`src/rtl/mem_bus_arbiter_if.sv`:
```
// Bus bundle between the icache/dcache pair, the memory port and the arbiter.
// The master modport is the arbiter's view; slave is the caches/memory side.
interface mem_bus_arbiter_if;
    logic [1:0]  icache2mem_command;
    logic [63:0] icache2mem_addr;
    logic [1:0]  dcache2mem_command;
    logic [63:0] dcache2mem_addr;
    logic [63:0] dcache2mem_data;
    logic [3:0]  mem2proc_response;
    logic [3:0]  mem2proc_tag;
    logic [63:0] mem2proc_data;
    logic [1:0]  proc2mem_command;
    logic [63:0] proc2mem_addr;
    logic [63:0] proc2mem_data;
    logic [3:0]  mem2icache_response;
    logic [3:0]  mem2dcache_response;
    logic [3:0]  mem2icache_tag;
    logic [3:0]  mem2dcache_tag;
    logic [63:0] mem2cache_data;
    logic [3:0]  icache_outstanding;
    logic [3:0]  dcache_outstanding;
    logic        tag_error;

    modport master (
        input  icache2mem_command, icache2mem_addr,
        input  dcache2mem_command, dcache2mem_addr, dcache2mem_data,
        input  mem2proc_response, mem2proc_tag, mem2proc_data,
        output proc2mem_command, proc2mem_addr, proc2mem_data,
        output mem2icache_response, mem2dcache_response,
        output mem2icache_tag, mem2dcache_tag, mem2cache_data,
        output icache_outstanding, dcache_outstanding, tag_error
    );

    modport slave (
        output icache2mem_command, icache2mem_addr,
        output dcache2mem_command, dcache2mem_addr, dcache2mem_data,
        output mem2proc_response, mem2proc_tag, mem2proc_data,
        input  proc2mem_command, proc2mem_addr, proc2mem_data,
        input  mem2icache_response, mem2dcache_response,
        input  mem2icache_tag, mem2dcache_tag, mem2cache_data,
        input  icache_outstanding, dcache_outstanding, tag_error
    );
endinterface

```
`src/rtl/mem_bus_arbiter.sv`:
```
// Single memory port shared by icache and dcache: same-cycle grant, response
// steering, and a tag owner table that routes returning data tags to their owner.
module mem_bus_arbiter #(
    parameter int STARVE_LIMIT = 4,
    parameter int NUM_TAGS     = 16
) (
    input  logic              clock,
    input  logic              reset,
    mem_bus_arbiter_if.master bus
);
    localparam logic [1:0] BUS_NONE = 2'd0;
    localparam logic [1:0] BUS_LOAD = 2'd1;

    logic [NUM_TAGS-1:0] valid_r, valid_n_s;
    logic [NUM_TAGS-1:0] owner_r, owner_n_s;
    logic [2:0]          starve_r, starve_n_s;
    logic [3:0]          icnt_r, icnt_n_s;
    logic [3:0]          dcnt_r, dcnt_n_s;
    logic                err_r, err_n_s;

    logic        i_req_s, d_req_s, grant_i_s, grant_d_s, icache_first_s;
    logic [1:0]  win_cmd_s;
    logic        comp_s, orphan_s, alloc_s;
    logic [3:0]  resp_s, tag_s;

    // Requests are masked while reset is low so nothing is granted or routed.
    assign i_req_s        = reset && (bus.icache2mem_command != BUS_NONE);
    assign d_req_s        = reset && (bus.dcache2mem_command != BUS_NONE);
    assign icache_first_s = ({29'd0, starve_r} >= 32'(STARVE_LIMIT));
    assign resp_s         = bus.mem2proc_response;
    assign tag_s          = bus.mem2proc_tag;

    // Arbitration and steering of the winner's fields and memory response
    always_comb begin
        grant_i_s               = 1'b0;
        grant_d_s               = 1'b0;
        win_cmd_s               = BUS_NONE;
        bus.proc2mem_addr       = 64'd0;
        bus.proc2mem_data       = 64'd0;
        bus.mem2icache_response = 4'd0;
        bus.mem2dcache_response = 4'd0;
        if (i_req_s && (!d_req_s || icache_first_s)) begin
            grant_i_s               = 1'b1;
            win_cmd_s               = bus.icache2mem_command;
            bus.proc2mem_addr       = bus.icache2mem_addr;
            bus.mem2icache_response = resp_s;
        end else if (d_req_s) begin
            grant_d_s               = 1'b1;
            win_cmd_s               = bus.dcache2mem_command;
            bus.proc2mem_addr       = bus.dcache2mem_addr;
            bus.proc2mem_data       = bus.dcache2mem_data;
            bus.mem2dcache_response = resp_s;
        end else begin
            grant_i_s = 1'b0;
        end
    end

    assign bus.proc2mem_command = win_cmd_s;
    assign alloc_s = (grant_i_s || grant_d_s) && (win_cmd_s == BUS_LOAD) && (resp_s != 4'd0);

    // Returning tag lookup: route to the owner or flag an orphan
    always_comb begin
        comp_s             = 1'b0;
        orphan_s           = 1'b0;
        bus.mem2icache_tag = 4'd0;
        bus.mem2dcache_tag = 4'd0;
        if (reset && (tag_s != 4'd0)) begin
            if (valid_r[tag_s]) begin
                comp_s = 1'b1;
                if (owner_r[tag_s]) begin
                    bus.mem2dcache_tag = tag_s;
                end else begin
                    bus.mem2icache_tag = tag_s;
                end
            end else begin
                orphan_s = 1'b1;
            end
        end else begin
            comp_s = 1'b0;
        end
    end

    // Next table/counter state: completion clears before allocation sets,
    // and an overwritten entry stops counting against its previous owner
    always_comb begin
        valid_n_s = valid_r;
        owner_n_s = owner_r;
        icnt_n_s  = icnt_r;
        dcnt_n_s  = dcnt_r;
        err_n_s   = err_r | orphan_s;
        if (comp_s) begin
            valid_n_s[tag_s] = 1'b0;
            if (owner_r[tag_s]) begin
                dcnt_n_s = dcnt_n_s - 4'd1;
            end else begin
                icnt_n_s = icnt_n_s - 4'd1;
            end
        end else begin
            valid_n_s = valid_r;
        end
        if (alloc_s) begin
            if (valid_n_s[resp_s]) begin
                err_n_s = 1'b1;
                if (owner_n_s[resp_s]) begin
                    dcnt_n_s = dcnt_n_s - 4'd1;
                end else begin
                    icnt_n_s = icnt_n_s - 4'd1;
                end
            end else begin
                err_n_s = err_n_s;
            end
            valid_n_s[resp_s] = 1'b1;
            owner_n_s[resp_s] = grant_d_s;
            if (grant_d_s) begin
                dcnt_n_s = dcnt_n_s + 4'd1;
            end else begin
                icnt_n_s = icnt_n_s + 4'd1;
            end
        end else begin
            owner_n_s = owner_n_s;
        end
    end

    // Icache starvation counter: refused or denied requests count up
    always_comb begin
        starve_n_s = starve_r;
        if (i_req_s) begin
            if (grant_i_s && (resp_s != 4'd0)) begin
                starve_n_s = 3'd0;
            end else if (starve_r != 3'd7) begin
                starve_n_s = starve_r + 3'd1;
            end else begin
                starve_n_s = starve_r;
            end
        end else begin
            starve_n_s = starve_r;
        end
    end

    // State registers
    always_ff @(posedge clock or negedge reset) begin
        if (!reset) begin
            valid_r  <= '0;
            owner_r  <= '0;
            starve_r <= 3'd0;
            icnt_r   <= 4'd0;
            dcnt_r   <= 4'd0;
            err_r    <= 1'b0;
        end else begin
            valid_r  <= valid_n_s;
            owner_r  <= owner_n_s;
            starve_r <= starve_n_s;
            icnt_r   <= icnt_n_s;
            dcnt_r   <= dcnt_n_s;
            err_r    <= err_n_s;
        end
    end

    assign bus.mem2cache_data     = bus.mem2proc_data;
    assign bus.icache_outstanding = icnt_r;
    assign bus.dcache_outstanding = dcnt_r;
    assign bus.tag_error          = err_r;
endmodule

```
`src/flat_wrapper.sv`:
```
// flat-port wrapper written by rule: the top's interface ports become plain ports
module mem_bus_arbiter_flat 
#(
    parameter int STARVE_LIMIT = 4,
    parameter int NUM_TAGS     = 16
)
  (clock, reset, bus_icache2mem_command, bus_icache2mem_addr, bus_dcache2mem_command, bus_dcache2mem_addr, bus_dcache2mem_data, bus_mem2proc_response, bus_mem2proc_tag, bus_mem2proc_data, bus_proc2mem_command, bus_proc2mem_addr, bus_proc2mem_data, bus_mem2icache_response, bus_mem2dcache_response, bus_mem2icache_tag, bus_mem2dcache_tag, bus_mem2cache_data, bus_icache_outstanding, bus_dcache_outstanding, bus_tag_error);
  mem_bus_arbiter_if bus_i ();
  input  logic clock;
  input  logic reset;
  input wire logic [$bits(bus_i.icache2mem_command)-1:0] bus_icache2mem_command;
  input wire logic [$bits(bus_i.icache2mem_addr)-1:0] bus_icache2mem_addr;
  input wire logic [$bits(bus_i.dcache2mem_command)-1:0] bus_dcache2mem_command;
  input wire logic [$bits(bus_i.dcache2mem_addr)-1:0] bus_dcache2mem_addr;
  input wire logic [$bits(bus_i.dcache2mem_data)-1:0] bus_dcache2mem_data;
  input wire logic [$bits(bus_i.mem2proc_response)-1:0] bus_mem2proc_response;
  input wire logic [$bits(bus_i.mem2proc_tag)-1:0] bus_mem2proc_tag;
  input wire logic [$bits(bus_i.mem2proc_data)-1:0] bus_mem2proc_data;
  output wire logic [$bits(bus_i.proc2mem_command)-1:0] bus_proc2mem_command;
  output wire logic [$bits(bus_i.proc2mem_addr)-1:0] bus_proc2mem_addr;
  output wire logic [$bits(bus_i.proc2mem_data)-1:0] bus_proc2mem_data;
  output wire logic [$bits(bus_i.mem2icache_response)-1:0] bus_mem2icache_response;
  output wire logic [$bits(bus_i.mem2dcache_response)-1:0] bus_mem2dcache_response;
  output wire logic [$bits(bus_i.mem2icache_tag)-1:0] bus_mem2icache_tag;
  output wire logic [$bits(bus_i.mem2dcache_tag)-1:0] bus_mem2dcache_tag;
  output wire logic [$bits(bus_i.mem2cache_data)-1:0] bus_mem2cache_data;
  output wire logic [$bits(bus_i.icache_outstanding)-1:0] bus_icache_outstanding;
  output wire logic [$bits(bus_i.dcache_outstanding)-1:0] bus_dcache_outstanding;
  output wire logic [$bits(bus_i.tag_error)-1:0] bus_tag_error;
  assign bus_i.icache2mem_command = bus_icache2mem_command;
  assign bus_i.icache2mem_addr = bus_icache2mem_addr;
  assign bus_i.dcache2mem_command = bus_dcache2mem_command;
  assign bus_i.dcache2mem_addr = bus_dcache2mem_addr;
  assign bus_i.dcache2mem_data = bus_dcache2mem_data;
  assign bus_i.mem2proc_response = bus_mem2proc_response;
  assign bus_i.mem2proc_tag = bus_mem2proc_tag;
  assign bus_i.mem2proc_data = bus_mem2proc_data;
  assign bus_proc2mem_command = bus_i.proc2mem_command;
  assign bus_proc2mem_addr = bus_i.proc2mem_addr;
  assign bus_proc2mem_data = bus_i.proc2mem_data;
  assign bus_mem2icache_response = bus_i.mem2icache_response;
  assign bus_mem2dcache_response = bus_i.mem2dcache_response;
  assign bus_mem2icache_tag = bus_i.mem2icache_tag;
  assign bus_mem2dcache_tag = bus_i.mem2dcache_tag;
  assign bus_mem2cache_data = bus_i.mem2cache_data;
  assign bus_icache_outstanding = bus_i.icache_outstanding;
  assign bus_dcache_outstanding = bus_i.dcache_outstanding;
  assign bus_tag_error = bus_i.tag_error;
  mem_bus_arbiter #(.STARVE_LIMIT(STARVE_LIMIT), .NUM_TAGS(NUM_TAGS)) u_core (.clock(clock), .reset(reset), .bus(bus_i));
endmodule
```
`config.mk`:
```
export PLATFORM = sky130hd
export DESIGN_NAME = mem_bus_arbiter_flat
export DESIGN_NICKNAME = d
export VERILOG_FILES = /design/src/rtl/mem_bus_arbiter_if.sv /design/src/rtl/mem_bus_arbiter.sv /design/src/flat_wrapper.sv
export SDC_FILE = /design/constraint.sdc
export NUM_CORES = 1
export LEC_CHECK = 0
export CORE_AREA = 2 2 190 192
export DETAILED_ROUTE_END_ITERATION = 10
export DIE_AREA = 0 0 192 194
export PLACE_DENSITY = 0.51
export SLEW_MARGIN = 20
export SYNTH_ARGS = -nofsm -noshare
export SYNTH_HDL_FRONTEND = slang
export SYNTH_SLANG_ARGS = --single-unit
```
`constraint.sdc`:
```
create_clock -name clock -period 8.8 [get_ports clock]
set_input_delay 0.88 -clock clock [delete_from_list [all_inputs] [get_ports clock]]
set_output_delay 0.88 -clock clock [all_outputs]
set_load 0.05 [all_outputs]
```
# ---- Word level (Yosys, flattened, before mapping)
# Index checks and enable logic that the tools add are counted.
dict set report word_totals {
  rom_bits 0
  latch_bits 0
  n_memories 0
  inputBits 270
  wordCells 97
  ram_bits 0
  output_inout_bits 219
  register_bits 44
}
dict set report op_classes {
  n_eq_ne 2
  n_shift 0
  multipliers 0
  n_bitwise 4
  addsub 7
  n_mux 55
  n_reduce_logical 18
  magnitude_cmp 5
  div_mod_pow 0
}
# operator n
set op_table {}
lappend op_table {{$mux 64} 4}
lappend op_table {{$mux 4} 23}
lappend op_table {{$mux 16} 2}
lappend op_table {{$and 16x16->16} 1}
lappend op_table {{$bmux 1 s4} 4}
lappend op_table {{$bwmux 16} 1}
lappend op_table {{$not 16->16} 1}
lappend op_table {{$or 16x16->16} 1}
lappend op_table {{$sub 4x1->4 const B} 4}
lappend op_table {{$mux 1} 15}
lappend op_table {{$lt 4x5->1 const B} 2}
lappend op_table {{$logic_and 1x1->1} 9}
lappend op_table {{$add 4x1->4 const B} 2}
lappend op_table {{$demux 1 s4} 2}
lappend op_table {{$ge 4x1->1 const B} 2}
lappend op_table {{$reduce_bool 4->1} 2}
lappend op_table {{$mux 3} 2}
lappend op_table {{$reduce_bool 2->1} 3}
lappend op_table {{$mux 2} 2}
lappend op_table {{$add 3x1->3 const B} 1}
lappend op_table {{$ge 3x3->1 const B} 1}
lappend op_table {{$ne 3x3->1 const B} 1}
lappend op_table {{$eq 2x1->1 const B} 1}
lappend op_table {{$logic_or 1x1->1} 2}
lappend op_table {{other kinds (3)} 3}

# ---- Logic depth before layout (Yosys ltp)
# Gate-level depths: netlist (run 1).
dict set report depth {
  ltp_word 14
  depth_mapped 17
  ltp_nobuf 14
}

# ---- Worst setup path after synthesis (run 1)
# OpenSTA, ideal clock, no wires.
dict set report synth_path {
  path_kind {input to register}
  start {input bus_mem2proc_tag[1]}
  end {register u_core.dcnt_r[3], in the netlist u_core.bus.dcache_outstanding[3]}
  required_ns 8.670
  arrival_time_ns 4.152
  path_buffers 3
  setup_ns 0.130
  path_slack_ns 4.519
  path_stages 16
  cell_sequence {buf_6 -> buf_12 -> mux2i_1 -> mux4_2 -> o22ai_4 -> and2_1 -> buf_6 -> xnor2_4 -> ha_1 -> a2111oi_0 -> xnor2_1 -> nand4_1 -> o31ai_1 -> a311o_1 -> o31ai_1 -> xnor2_1}
}
dict set report synth_between {
  elab_chain_len 14
  word_cells_on_any_way 27
  cone_classes {2 x add/sub; 2 x order compare; 18 x mux; 2 x bitwise; 3 x reduce/logical}
}
# element line_no
set synth_rtl {}
lappend synth_rtl {{from (decl)} flat_wrapper.sv:17} ;# input wire logic [$bits(bus_i.mem2proc_tag)-1:0] bus_mem2proc_tag;
lappend synth_rtl {{$lt 4x5->1 (not written as such) or $ge 4x1->1 (tied branches)} mem_bus_arbiter.sv:92} ;# valid_n_s[tag_s] = 1'b0;
lappend synth_rtl {{$logic_and 1x1->1 (not written as such)} mem_bus_arbiter.sv:92}
lappend synth_rtl {{$mux 1 (not written as such)} mem_bus_arbiter.sv:92}
lappend synth_rtl {{$demux 1 s4} --}
lappend synth_rtl {{$not 16->16 (no source line)} --}
lappend synth_rtl {{$and 16x16->16 (no source line)} --}
lappend synth_rtl {{$mux 16} mem_bus_arbiter.sv:91} ;# if (comp_s) begin
lappend synth_rtl {{$bmux 1 s4} mem_bus_arbiter.sv:102} ;# if (valid_n_s[resp_s]) begin
lappend synth_rtl {{$mux 1 (not written as such)} mem_bus_arbiter.sv:102}
lappend synth_rtl {{$mux 4} mem_bus_arbiter.sv:102}
lappend synth_rtl {{$mux 4} mem_bus_arbiter.sv:101} ;# if (alloc_s) begin
lappend synth_rtl {{$add 4x1->4} mem_bus_arbiter.sv:115} ;# dcnt_n_s = dcnt_n_s + 4'd1;
lappend synth_rtl {{$mux 4} mem_bus_arbiter.sv:114} ;# if (grant_d_s) begin
lappend synth_rtl {{$mux 4 *} mem_bus_arbiter.sv:101}
lappend synth_rtl {{via u_core.dcnt_n_s[3]} mem_bus_arbiter.sv:18} ;# logic [3:0] dcnt_r, dcnt_n_s;
lappend synth_rtl {{to (signal assigned)} mem_bus_arbiter.sv:154} ;# dcnt_r <= dcnt_n_s;
lappend synth_rtl {{to (decl)} mem_bus_arbiter.sv:18}
# Mark *: on every way through the listed nets, which the timed path passes. The rest lies on a longest branch. The select of a mux whose other input is x is not followed.
# A chain may end at the register's enable or synchronous reset.

# ---- Worst setup path in the final report (run 1)
# Same ends and word-level chain as after synthesis.

==> summary.md, run 1 <==
| Metric | Value |
|---|---|
| Routed len/inst | 20.23 um |
| PostCTS Resize Cnt | 0 |
| Layout cells sized above 1 | 0.05366 |
| Min cycle time layout | 5.801 ns |
| Core area | 35,220 um2 |
| Fin. Hold Viols | 0 |
| Clock root buffer | clkbuf_16 |
| Total negative slack | 0 ns |
| Crit path arrival time | between 5 and 6 ns |
| Ys flop type | dfrtp_1 |
| Critical path class | input pin to register |
| Initial drt markers | 323 |
| Final period utilization | 0.6593 |
| Status | finished, final reports clean |
| CP max FO | 24 |
| Clock buffer depth | 2 |
| Area grow syn2layout | 71.02% |
| Final instance area | 8816 um2 |
| #FFs+latches synth | 44 |
| DR DRC count | 0 |
| RSZ-0062 raised after global routing | false |
| DRT Wirelength | 28,950 um |
| Die width | 192 um |
| Vias in the first global route | around 6.0k |
| Commonest non-fill, non-tap cells in the layout | clkdlybuf4s50_1 (359), nand2_1 (169), and3_1 (79), nand3_1 (71), dfrtp_1 (44) |
| Clk slew on worst S/H paths | 0.06 ns |
| Peak Freq | 172.4 MHz |
| CTS Buf Count | 5 |
| I/O Buffers | 360 |
| Number of flops mapped to enable cells by yosys | 0 |
| Met2 Usage GRT | 0.2633 |
| Largest net degree at the start of global routing | around 130 |
| Sequential share of the synthesized area | 0.2136 |
| Clock Latency Late Sink | 0.28 ns |
| Initial Utilization | 0.1463 |
| Pleak | 3.738 nW |
| Worst slew pin tran | 1.036 ns |
| Class of the worst hold path | register to register |
| Most common cell after layout, fill and taps aside | clkdlybuf4s50_1 |
| Mean area per synthesized cell | slightly above 7 um2 |
| Crit-path cells | clkdlybuf4s50_1 -> mux2i_1 -> mux4_2 -> o22ai_4 -> and2_1 -> a21oi_1 -> ha_1 -> a2111oi_0 -> xnor2_1 -> nand4_1 -> o31ai_1 -> a311o_1 -> o31ai_1 -> xnor2_1 |
| Num ports | 489 |
| GRT met3 Usage | 0.03765 |
| Fin Clk Skew | roughly 0.005 ns |
| Final setup vio count | 0 |
| # nets final | 1,244 |
| CP top delay family | compound AO/OA/AOI/OAI gates |
| Slew Viols, Final | 0 |
| Slowest CP cell | clkdlybuf4s50_1 |
| Syn Inst Count | between 700 and 800 |
| Post-Syn Area | 5155 um2 |
| Cell Pwr Density | 197.4 nW/um2 |
| H-tree level count | 2 |
| Rows | 69 |
| Total track usage | 0.1494 |
| Max-cap violation count | 0 |
| Die area | about 37,000 um2 |
| RD Place Congestion | 0.8428 |
| Antenna viol nets, final | 0 |
| Vias per cell | 4.191 |
| CP endpoint kind | register |
| Worst path max stage delay | 1.15 ns |
| Initial DRT Pass Iterations | 5 |
| Initial antenna violation count | 4 |
| Met1 usage in global routing | 0.1822 |
| HPWL after detailed placement | 24,110 um |
| Critical path required time | 8.96 ns |
| Cell variety after synth | 57 |
| Fin util | 0.2503 |
| Grt total ovfl | 0 |
| Via count | 5,998 |
| CTS tree | yes |
| Syn_nets | 991 |
| Fillers | 3,912 |
| Synth warnings | 0 |
| Die Ht | a little under 200 um |
| Post-CTS Setup Bufs | 0 |
| Post-synth ARST share | 1.000 |
| Cts hold-fix bufs | 0 |
| Clock sink total | 44 |
| Wire length of the first global-routing pass | 41,190 um |
| Peak VDD IR | 152.5 uV |
| Worst rel slew slack | 0.3071 |
| Placed instance area | 8650 um2 |
| Number of buffers and inverters on the critical path | 1 |
| Top Usage Layer GRT | met2 |
| CP startpoint kind | input pin |
flip-flops by register name, indices dropped and copies added (netlist names):
name / flops
u_core.bus.icache_outstanding: 4
u_core.bus.tag_error: 1
u_core.owner_r: 16
u_core.valid_r: 16
u_core.starve_r: 3
u_core.bus.dcache_outstanding: 4
cell families after synthesis:
| family | count (synthesis) | synth area share |
|---|---|---|
| and+or+nand+nor | 401 | 0.3760 |
| buffers and inverters | 136 | 0.1585 |
| AOI/OAI and AO/OA | 76 | 0.09927 |
| DFF | 44 | 0.2136 |
| muxes | 35 | 0.1056 |
| xor gates and xnor gates | 17 | 0.03252 |
| adders and majority gates | 6 | 0.01456 |
final timing paths:
| check | startpoint | end | slack (ns) | cells past startpoint |
|---|---|---|---|---|
| max | bus_mem2proc_tag[1] | u_core.bus.dcache_outstanding[3]$_DFF_PN0_ | 3.00 | 14 |
| min | u_core.valid_r[0]$_DFF_PN0_ | u_core.valid_r[0]$_DFF_PN0_ | 0.41 | 0 |
| max reg2reg | u_core.valid_r[14]$_DFF_PN0_ | u_core.bus.dcache_outstanding[3]$_DFF_PN0_ | 4.47 | 13 |
| min reg2reg | u_core.valid_r[0]$_DFF_PN0_ | u_core.valid_r[0]$_DFF_PN0_ | 0.41 | 0 |
| max in group asynchronous | reset | u_core.bus.tag_error$_DFF_PN0_ | 7.42 | 2 |
| min in group asynchronous | reset | u_core.valid_r[5]$_DFF_PN0_ | 0.60 | 1 |
cell usage after synthesis, types with 6 or more instances:
cell type,number,area share
nand2_1,170,0.12
and3_1,79,0.096
nand3_1,71,0.069
buf_4,68,0.099
clkbuf_1,44,0.032
dfrtp_1,44,0.21
o21ai_0,26,0.025
nor2_1,24,0.017
nand2b_1,15,0.018
inv_1,13,0.0095
mux4_2,13,0.057
a21oi_1,12,0.012
mux2_2,12,0.026
xnor2_1,12,0.020
nor3_1,10,0.0097
mux2i_1,9,0.017
o31ai_1,8,0.012
nor2b_1,7,0.0085
and2_1,6,0.0073
ha_1,6,0.015
nor4_1,6,0.0073
cell type report:
type                    instances  area, um2  share of cell area
multi-input cells             535       3253              0.3690
diodes                          1      2.502           0.0002838
repair buffers                369       3670              0.4163
well taps                     461      576.8             0.06543
flip-flops and latches         44       1101              0.1249
clock inverters                 2      35.03            0.003974
clock buffers                   6      128.9             0.01462
inverters                      13      48.80            0.005535
worst reg2reg max path, stage by stage (launching register included):
cell,delay [ns]
dfrtp_1,0.40
mux2i_1,0.12
mux4_2,0.55
o22ai_4,0.41
and2_1,0.42
a21oi_1,0.17
ha_1,0.40
a2111oi_0,0.84
xnor2_1,0.13
nand4_1,0.12
o31ai_1,0.09
a311o_1,0.36
o31ai_1,0.09
xnor2_1,0.11
stage by stage:
stage / setup WS [ns] / power (W) / instances / hold slack, ns
after floorplan: 4.519 / 0.001179 / 715 / 0.4385
after global placement: 2.983 / 0.001530 / 1422 / 0.3999
after detailed placement: 2.822 / 0.001541 / 1422 / 0.3953
final: 2.999 / 0.001741 / 1431 / 0.4068
after global routing: 2.652 / 0.001849 / 1430 / 0.4200
after CTS: 3.100 / 0.001757 / 1430 / 0.4092
power by group:
part | internal (W) | leakage [nW] | switching (W)
Sequential | 0.000273 | 0.536 | 0.0000731
Clock | 0.000134 | 0.0808 | 0.0000768
Combinational | 0.000456 | 3.12 | 0.000728
Total | 0.000863 | 3.74 | 0.000878
routing by layer:
| layer | vias to the layer above | part of all wire |
|---|---|---|
| met1 | 2780 | 0.41 |
| met4 | 4 | 0.018 |
| met5 | - | 0.00090 |
| li1 | 2917 | - |
| met3 | 30 | 0.067 |
| met2 | 267 | 0.50 |
Note: power is estimated with default switching activity, not from simulation.
==> run 2, diff against run 1 <==
--- a/config.mk
+++ b/config.mk
@@ -5,10 +5,10 @@
 export SDC_FILE = /design/constraint.sdc
 export NUM_CORES = 1
 export LEC_CHECK = 0
-export CORE_AREA = 2 2 190 192
+export CORE_AREA = 2 2 191 193
 export DETAILED_ROUTE_END_ITERATION = 10
-export DIE_AREA = 0 0 192 194
-export PLACE_DENSITY = 0.51
+export DIE_AREA = 0 0 193 195
+export PLACE_DENSITY = 0.52
 export SLEW_MARGIN = 20
 export SYNTH_ARGS = -nofsm -noshare
 export SYNTH_HDL_FRONTEND = slang
==> constraint.sdc (replaced) <==
create_clock -name clock -period 4.7 [get_ports clock]
set_input_delay 0.47 -clock clock [delete_from_list [all_inputs] [get_ports clock]]
set_output_delay 0.47 -clock clock [all_outputs]
set_load 0.05 [all_outputs]
==> summary.md, run 2 (synthesized netlist as in run 1, its figures left out) <==
| Metric | Value |
|---|---|
| Slew Viols, Final | 0 (unchanged) |
| Initial drt markers | 356 (+10%) |
| Cell Pwr Density | 372.0 nW/um2 (+88%) |
| Clock sink total | 44 (unchanged) |
| Largest net degree at the start of global routing | 84 (-36%) |
| Worst slew pin tran | 0.7827 ns (-0.2533 ns) |
| Max-cap violation count | 0 (unchanged) |
| Biggest regs | u_core.owner_r x16, u_core.valid_r x16 |
| Initial antenna violation count | 10 (+6) |
| Int Pwr | 0.001666 W (+93%) |
| Initial Utilization | 0.1456 (-0.0007139) |
| Die width | 193 um (+0.52%) |
| Antenna viol nets, final | 0 (unchanged) |
| Clock buffer depth | 2 (unchanged) |
| Fin util | 0.2537 (+0.003445) |
| Critical path required time | 4.87 ns (-4.09 ns) |
| Clk pwr share | 0.125 (+0.004) |
| Fin Clk Skew | 0.004825 ns (-0.0003026 ns) |
| Peak Freq | 235.3 MHz |
| HPWL after detailed placement | 26,490 um (+9.9%) |
| CTS tree | yes |
| RD Place Congestion | 0.8741 (+3.7%) |
| I/O Buffers | 360 (unchanged) |
| CP endpoint kind | register |
| CP max FO | 24 (unchanged) |
| Vias in the first global route | 6,257 (+3.6%) |
| Num ports | 489 (unchanged) |
| Peak VDD IR | 322.2 uV (+110%) |
| Gate power share | 0.682 (+0.002) |
| Post-CTS Setup Bufs | 0 (unchanged) |
| Crit-path cells | clkdlybuf4s50_1 -> buf_4 -> mux2i_1 -> mux4_2 -> o22ai_4 -> and2_1 -> a21oi_1 -> ha_1 -> a2111oi_0 -> buf_4 -> xnor2_1 -> nand4_1 -> o31ai_1 -> a311o_1 -> o31ai_1 -> xnor2_1 |
| RSZ-0062 raised after global routing | false |
| Fin. Hold Viols | 0 (unchanged) |
| Clk slew on worst S/H paths | 0.06 ns (about the same) |
| Cts hold-fix bufs | 0 (unchanged) |
| Switching Share | 0.5012 (-0.003087) |
| Via count | 6,235 (+4.0%) |
| CP startpoint kind | input pin |
| Commonest non-fill, non-tap cells in the layout | clkdlybuf4s50_1 (359), nand2_1 (169), and3_1 (79), nand3_1 (71), dfrtp_1 (44) |
| Hold_ws | 0.01809 ns (-0.3887 ns) |
| Die Ht | 195 um (+0.52%) |
| Most common cell after layout, fill and taps aside | clkdlybuf4s50_1 |
| Vias per cell | 4.306 (+2.7%) |
| Total negative slack | 0 ns (unchanged) |
| CTS Buf Count | 5 (unchanged) |
| Die area | 37,640 um2 (+1.0%) |
| Rows | 69 (unchanged) |
| Number of buffers and inverters on the critical path | 3 (+2) |
| Worst rel slew slack | 0.4765 (+0.1694) |
| Clock root buffer | clkbuf_16 |
| Status | finished, final reports clean |
| Class of the worst hold path | input pin to asynchronous set/reset pin |
| Min cycle time layout | 4.250 ns |
| Slowest CP cell | mux4_2 |
| P_sw | 0.001675 W (+91%) |
| Wire length of the first global-routing pass | 43,800 um (+6.3%) |
| DR DRC count | 0 (unchanged) |
| Crit path arrival time | 4.42 ns (-1.54 ns) |
| Worst path max stage delay | 0.54 ns (-0.61 ns) |
| CP top delay family | compound AO/OA/AOI/OAI gates |
| Final setup vio count | 0 (unchanged) |
| Critical path class | input pin to register |
| Core area | 35,400 um2 (+0.49%) |
| Seq pwr share | 0.193 (-0.006) |
| Clock Latency Late Sink | 0.29 ns (about the same) |
| Routed len/inst | 21.46 um (+6.1%) |
| Final period utilization | 0.9042 |
| H-tree level count | 2 (unchanged) |
| Area grow syn2layout | 74.22% |
| Grt total ovfl | 0 (unchanged) |
| Pleak | 3.829 nW (+2.4%) |
| Initial DRT Pass Iterations | 5 (unchanged) |
| Layout cells sized above 1 | 0.06911 (+0.01544) |
| PostCTS Resize Cnt | 0 (unchanged) |
| DRT Wirelength | 31,070 um (+7.3%) |
| Total track usage | 0.1594 (+0.01004) |
| # nets final | 1,259 (+1.2%) |
-- run 2: routing by layer --
layer  track usage  routed length, um  up-vias
met5             0                 32        -
met4       0.03255                615        6
met3       0.04062               2181       51
met2        0.2845              15750      280
met1        0.1914              12490     2947
li1              -                  -     2951
-- run 2: cell type report --
| class | instances | area, um2 |
|---|---|---|
| fill | 3894 | 26420 |
| timing repair buffer | 384 | 3816 |
| multi-input combinational | 535 | 3253 |
| sequential | 44 | 1101 |
| tap | 461 | 576.8 |
| clock buffer | 6 | 138.9 |
| inverter | 13 | 48.80 |
| clock inverter | 2 | 38.79 |
| antenna | 3 | 7.507 |
-- run 2: power groups by stage --
stage	Sequential, W	Clock (W)	Combinational, W
finish	0.000646	0.000417	0.00228
global placement	0.000654	0	0.00227
detailed placement	0.000652	0	0.00230
global route	0.000664	0.000447	0.00244
floorplan	0.000711	0	0.00150
CTS	0.000645	0.000430	0.00230
-- run 2: path summary, 6_finish.rpt --
| check | from | endpoint | slack (ns) | cells past startpoint |
|---|---|---|---|---|
| max | bus_mem2proc_tag[1] | u_core.bus.dcache_outstanding[3]$_DFF_PN0_ | 0.45 | 16 |
| min | reset | u_core.valid_r[11]$_DFF_PN0_ | 0.02 | 1 |
| max reg2reg | u_core.valid_r[6]$_DFF_PN0_ | u_core.bus.dcache_outstanding[3]$_DFF_PN0_ | 1.03 | 14 |
| min reg2reg | u_core.valid_r[0]$_DFF_PN0_ | u_core.valid_r[0]$_DFF_PN0_ | 0.41 | 0 |
| max in group asynchronous | reset | u_core.bus.dcache_outstanding[0]$_DFF_PN0_ | 3.73 | 3 |
| min in group clock | u_core.valid_r[0]$_DFF_PN0_ | u_core.valid_r[0]$_DFF_PN0_ | 0.41 | 0 |
-- run 2: stage by stage --
step / total power [W] / area, um2 / setup WS [ns] / instances
finish: 0.003341 / 8981 / 0.4504 / 1448
global route: 0.003547 / 8974 / 0.2510 / 1445
CTS: 0.003379 / 8974 / 0.4403 / 1445
detailed placement: 0.002948 / 8796 / 0.1563 / 1437
global placement: 0.002923 / 8796 / 0.2601 / 1437
floorplan: 0.002207 / 5155 / 0.8289 / 715
-- run 2: worst reg2reg max path, stage by stage (launching register included) --
cell and delay [ns]:
dfrtp_1 0.41, mux2i_1 0.11, mux4_2 0.52, o22ai_4 0.19
and2_1 0.35, a21oi_1 0.17, ha_1 0.40, a2111oi_0 0.44
buf_4 0.20, xnor2_1 0.06, nand4_1 0.08, o31ai_1 0.07
a311o_1 0.36, o31ai_1 0.08, xnor2_1 0.10
==> run 3, diff against run 2 <==
--- a/config.mk
+++ b/config.mk
@@ -5,9 +5,9 @@
 export SDC_FILE = /design/constraint.sdc
 export NUM_CORES = 1
 export LEC_CHECK = 0
-export CORE_AREA = 2 2 191 193
+export CORE_AREA = 2 2 187 189
 export DETAILED_ROUTE_END_ITERATION = 10
-export DIE_AREA = 0 0 193 195
+export DIE_AREA = 0 0 189 191
 export PLACE_DENSITY = 0.52
 export SLEW_MARGIN = 20
 export SYNTH_ARGS = -nofsm -noshare
==> constraint.sdc (replaced) <==
create_clock -name clock -period 4.3 [get_ports clock]
set_input_delay 0.43 -clock clock [delete_from_list [all_inputs] [get_ports clock]]
set_output_delay 0.43 -clock clock [all_outputs]
set_load 0.05 [all_outputs]
==> summary.md, run 3 (synthesized netlist as in run 1, its figures left out) <==
| Metric | Value |
|---|---|
| Die Ht | 191 um (-2.1%) |
| Die area | 36,100 um2 (-4.1%) |
| Commonest non-fill, non-tap cells in the layout | clkdlybuf4s50_1 (323), nand2_1 (169), and3_1 (79), nand3_1 (71), buf_4 (57) |
| Final setup vio count | 0 (unchanged) |
| Die width | 189 um (-2.1%) |
| Most common cell after layout, fill and taps aside | clkdlybuf4s50_1 |
| DRT Wirelength | 30,070 um (-3.2%) |
| H-tree level count | 2 (unchanged) |
| Peak VDD IR | 306.2 uV (-5.0%) |
| Final instance area | 8891 um2 (-1.0%) |
| Initial drt markers | 332 (-6.7%) |
| DR DRC count | 0 (unchanged) |
| Pleak | 3.894 nW (+1.7%) |
| Status | finished, final reports clean |
| Wire length of the first global-routing pass | 42,310 um (-3.4%) |
| Largest net degree at the start of global routing | 132 (+57%) |
| I/O Buffers | 360 (unchanged) |
| Critical path class | input pin to register |
| CTS tree | yes |
| HPWL after detailed placement | 25,610 um (-3.3%) |
| Via count | 6,153 (-1.3%) |
| Area grow syn2layout | 72.48% |
| Min cycle time layout | 3.972 ns |
| Worst rel slew slack | 0.4792 (+0.002710) |
| Final period utilization | 0.9237 |
| CTS Buf Count | 5 (unchanged) |
| FF-to-FF setup slack | 0.69 ns (-0.34 ns) |
| Initial antenna violation count | 2 (-8) |
| Total negative slack | 0 ns (unchanged) |
| Initial Utilization | 0.1511 (+0.005458) |
| # diodes | 0 (-3) |
| Antenna viol nets, final | 0 (unchanged) |
| Clock buffer depth | 2 (unchanged) |
| Clock Latency Late Sink | 0.29 ns (about the same) |
| Fillers | 3,752 (-3.6%) |
| Hold_ws | 0.1811 ns (+0.1630 ns) |
| # nets final | 1,261 (+0.16%) |
| Slew Viols, Final | 0 (unchanged) |
| Fin. Hold Viols | 0 (unchanged) |
| CP startpoint kind | input pin |
| Rows | 68 (-1.4%) |
| Clock root buffer | clkbuf_16 |
| Initial DRT Pass Iterations | 4 (-1) |
| RD Place Congestion | 0.9087 (+4.0%) |
| Crit path arrival time | 4.14 ns (-0.28 ns) |
| CP max FO | 18 (-25%) |
| Num ports | 489 (unchanged) |
| Fin util | 0.2606 (+0.006870) |
| Max-cap violation count | 0 (unchanged) |
| Routed len/inst | 20.87 um (-2.7%) |
| RR Startpoint | u_core.valid_r[4]$_DFF_PN0_ |
| Vias per cell | 4.270 (-0.84%) |
| Clock sink total | 44 (unchanged) |
| Grt total ovfl | 0 (unchanged) |
| Placed instance area | 8738 um2 (-0.65%) |
| Core area | 34,120 um2 (-3.6%) |
| Vias in the first global route | 6,081 (-2.8%) |
| Fin Clk Skew | 0.004670 ns (-0.0001551 ns) |
| Cell Pwr Density | 402.8 nW/um2 (+8.3%) |
| CP endpoint kind | register |
| Class of the worst hold path | input pin to asynchronous set/reset pin |
| Total power | 0.003582 W (+7.2%) |
| Worst slew pin tran | 0.7759 ns (-0.006818 ns) |
| Register cell area after layout | 1101 um2 (unchanged) |
| Worst setup path start | bus_mem2proc_tag[1] |
| Biggest regs | u_core.owner_r x16, u_core.valid_r x16 |
| Total track usage | 0.1574 (-0.001959) |
| Peak Freq | 251.8 MHz |
| Clk slew on worst S/H paths | 0.06 ns (about the same) |
| Critical path required time | 4.47 ns (-0.40 ns) |
| Multi-input gate area | 3256 um2 (about the same) |
| Layout cells sized above 1 | 0.1075 (+0.03840) |
| RSZ-0062 raised after global routing | false |
-- run 3: changes by cell type in the layout (fill, tap and decap cells not counted), moves of 2 or more --
cell,delta
buf_12,+2
buf_4,+36
clkdlybuf4s50_1,-36
diode_2,-3
o21ai_0,-2
o21ai_1,+2
-- run 3: where the power goes --
| part | internal [W] | switching [W] |
|---|---|---|
| clock | 0.000232 | 0.000162 |
| sequential | 0.000559 | 0.000146 |
| combinational | 0.000964 | 0.00152 |
| total | 0.00175 | 0.00183 |
-- run 3: per-stage QoR --
| step | cells | worst slack, ns |
|---|---|---|
| CTS | 1441 | 0.3171 |
| detailed placement | 1433 | 0.03347 |
| floorplan | 715 | 0.4689 |
| global placement | 1433 | 0.05661 |
| global route | 1441 | 0.005095 |
| finish | 1441 | 0.3279 |
-- run 3: worst max-delay path, cell delays in order --
cell and delay [ns]:
clkdlybuf4s50_1 0.50, buf_12 0.16, mux2i_1 0.10, mux4_2 0.53, o22ai_4 0.19, buf_4 0.23
a21oi_1 0.11, a21oi_1 0.23, ha_1 0.23, inv_1 0.07, a2111oi_0 0.39, buf_4 0.20
xnor2_1 0.06, nand4_1 0.08, o31ai_1 0.07, a311o_1 0.37, o31ai_1 0.09, xnor2_1 0.11
-- run 3: what timing repair did --
item / 4_1_cts / 5_1_grt
gates resized for setup: 0 / 1
endpoints found under the setup margin: 0 / 1
endpoints found under the hold margin: 0 / 0
buffers inserted: 0 / 0
hold buffers: 0 / 0
-- run 3: path summary, 6_finish.rpt --
kind | endpoint | depth (start not counted)
worst min-delay path | u_core.owner_r[3]$_DFFE_PN0P_ | 2
worst min register to register | u_core.owner_r[0]$_DFFE_PN0P_ | 0
max in group asynchronous | u_core.bus.icache_outstanding[3]$_DFF_PN0_ | 3
worst max-delay path | u_core.bus.dcache_outstanding[3]$_DFF_PN0_ | 18
min in group clock | u_core.owner_r[0]$_DFFE_PN0P_ | 0
worst max register to register | u_core.bus.dcache_outstanding[3]$_DFF_PN0_ | 16
-- run 3: area by class of cell --
cell class / instances / area share
well taps: 455 / 0.06403
clock inverters: 1 / 0.0008444
clock buffers: 7 / 0.01604
inverters: 13 / 0.005488
repair buffers: 386 / 0.4236
flip-flops and latches: 44 / 0.1238
multi-input cells: 535 / 0.3662
-- run 3: per-layer routing --
layer,track usage,routed length [um]
met1,0.1983,12670
met2,0.2784,15230
met3,0.03121,1733
met4,0.03065,417
met5,0,27
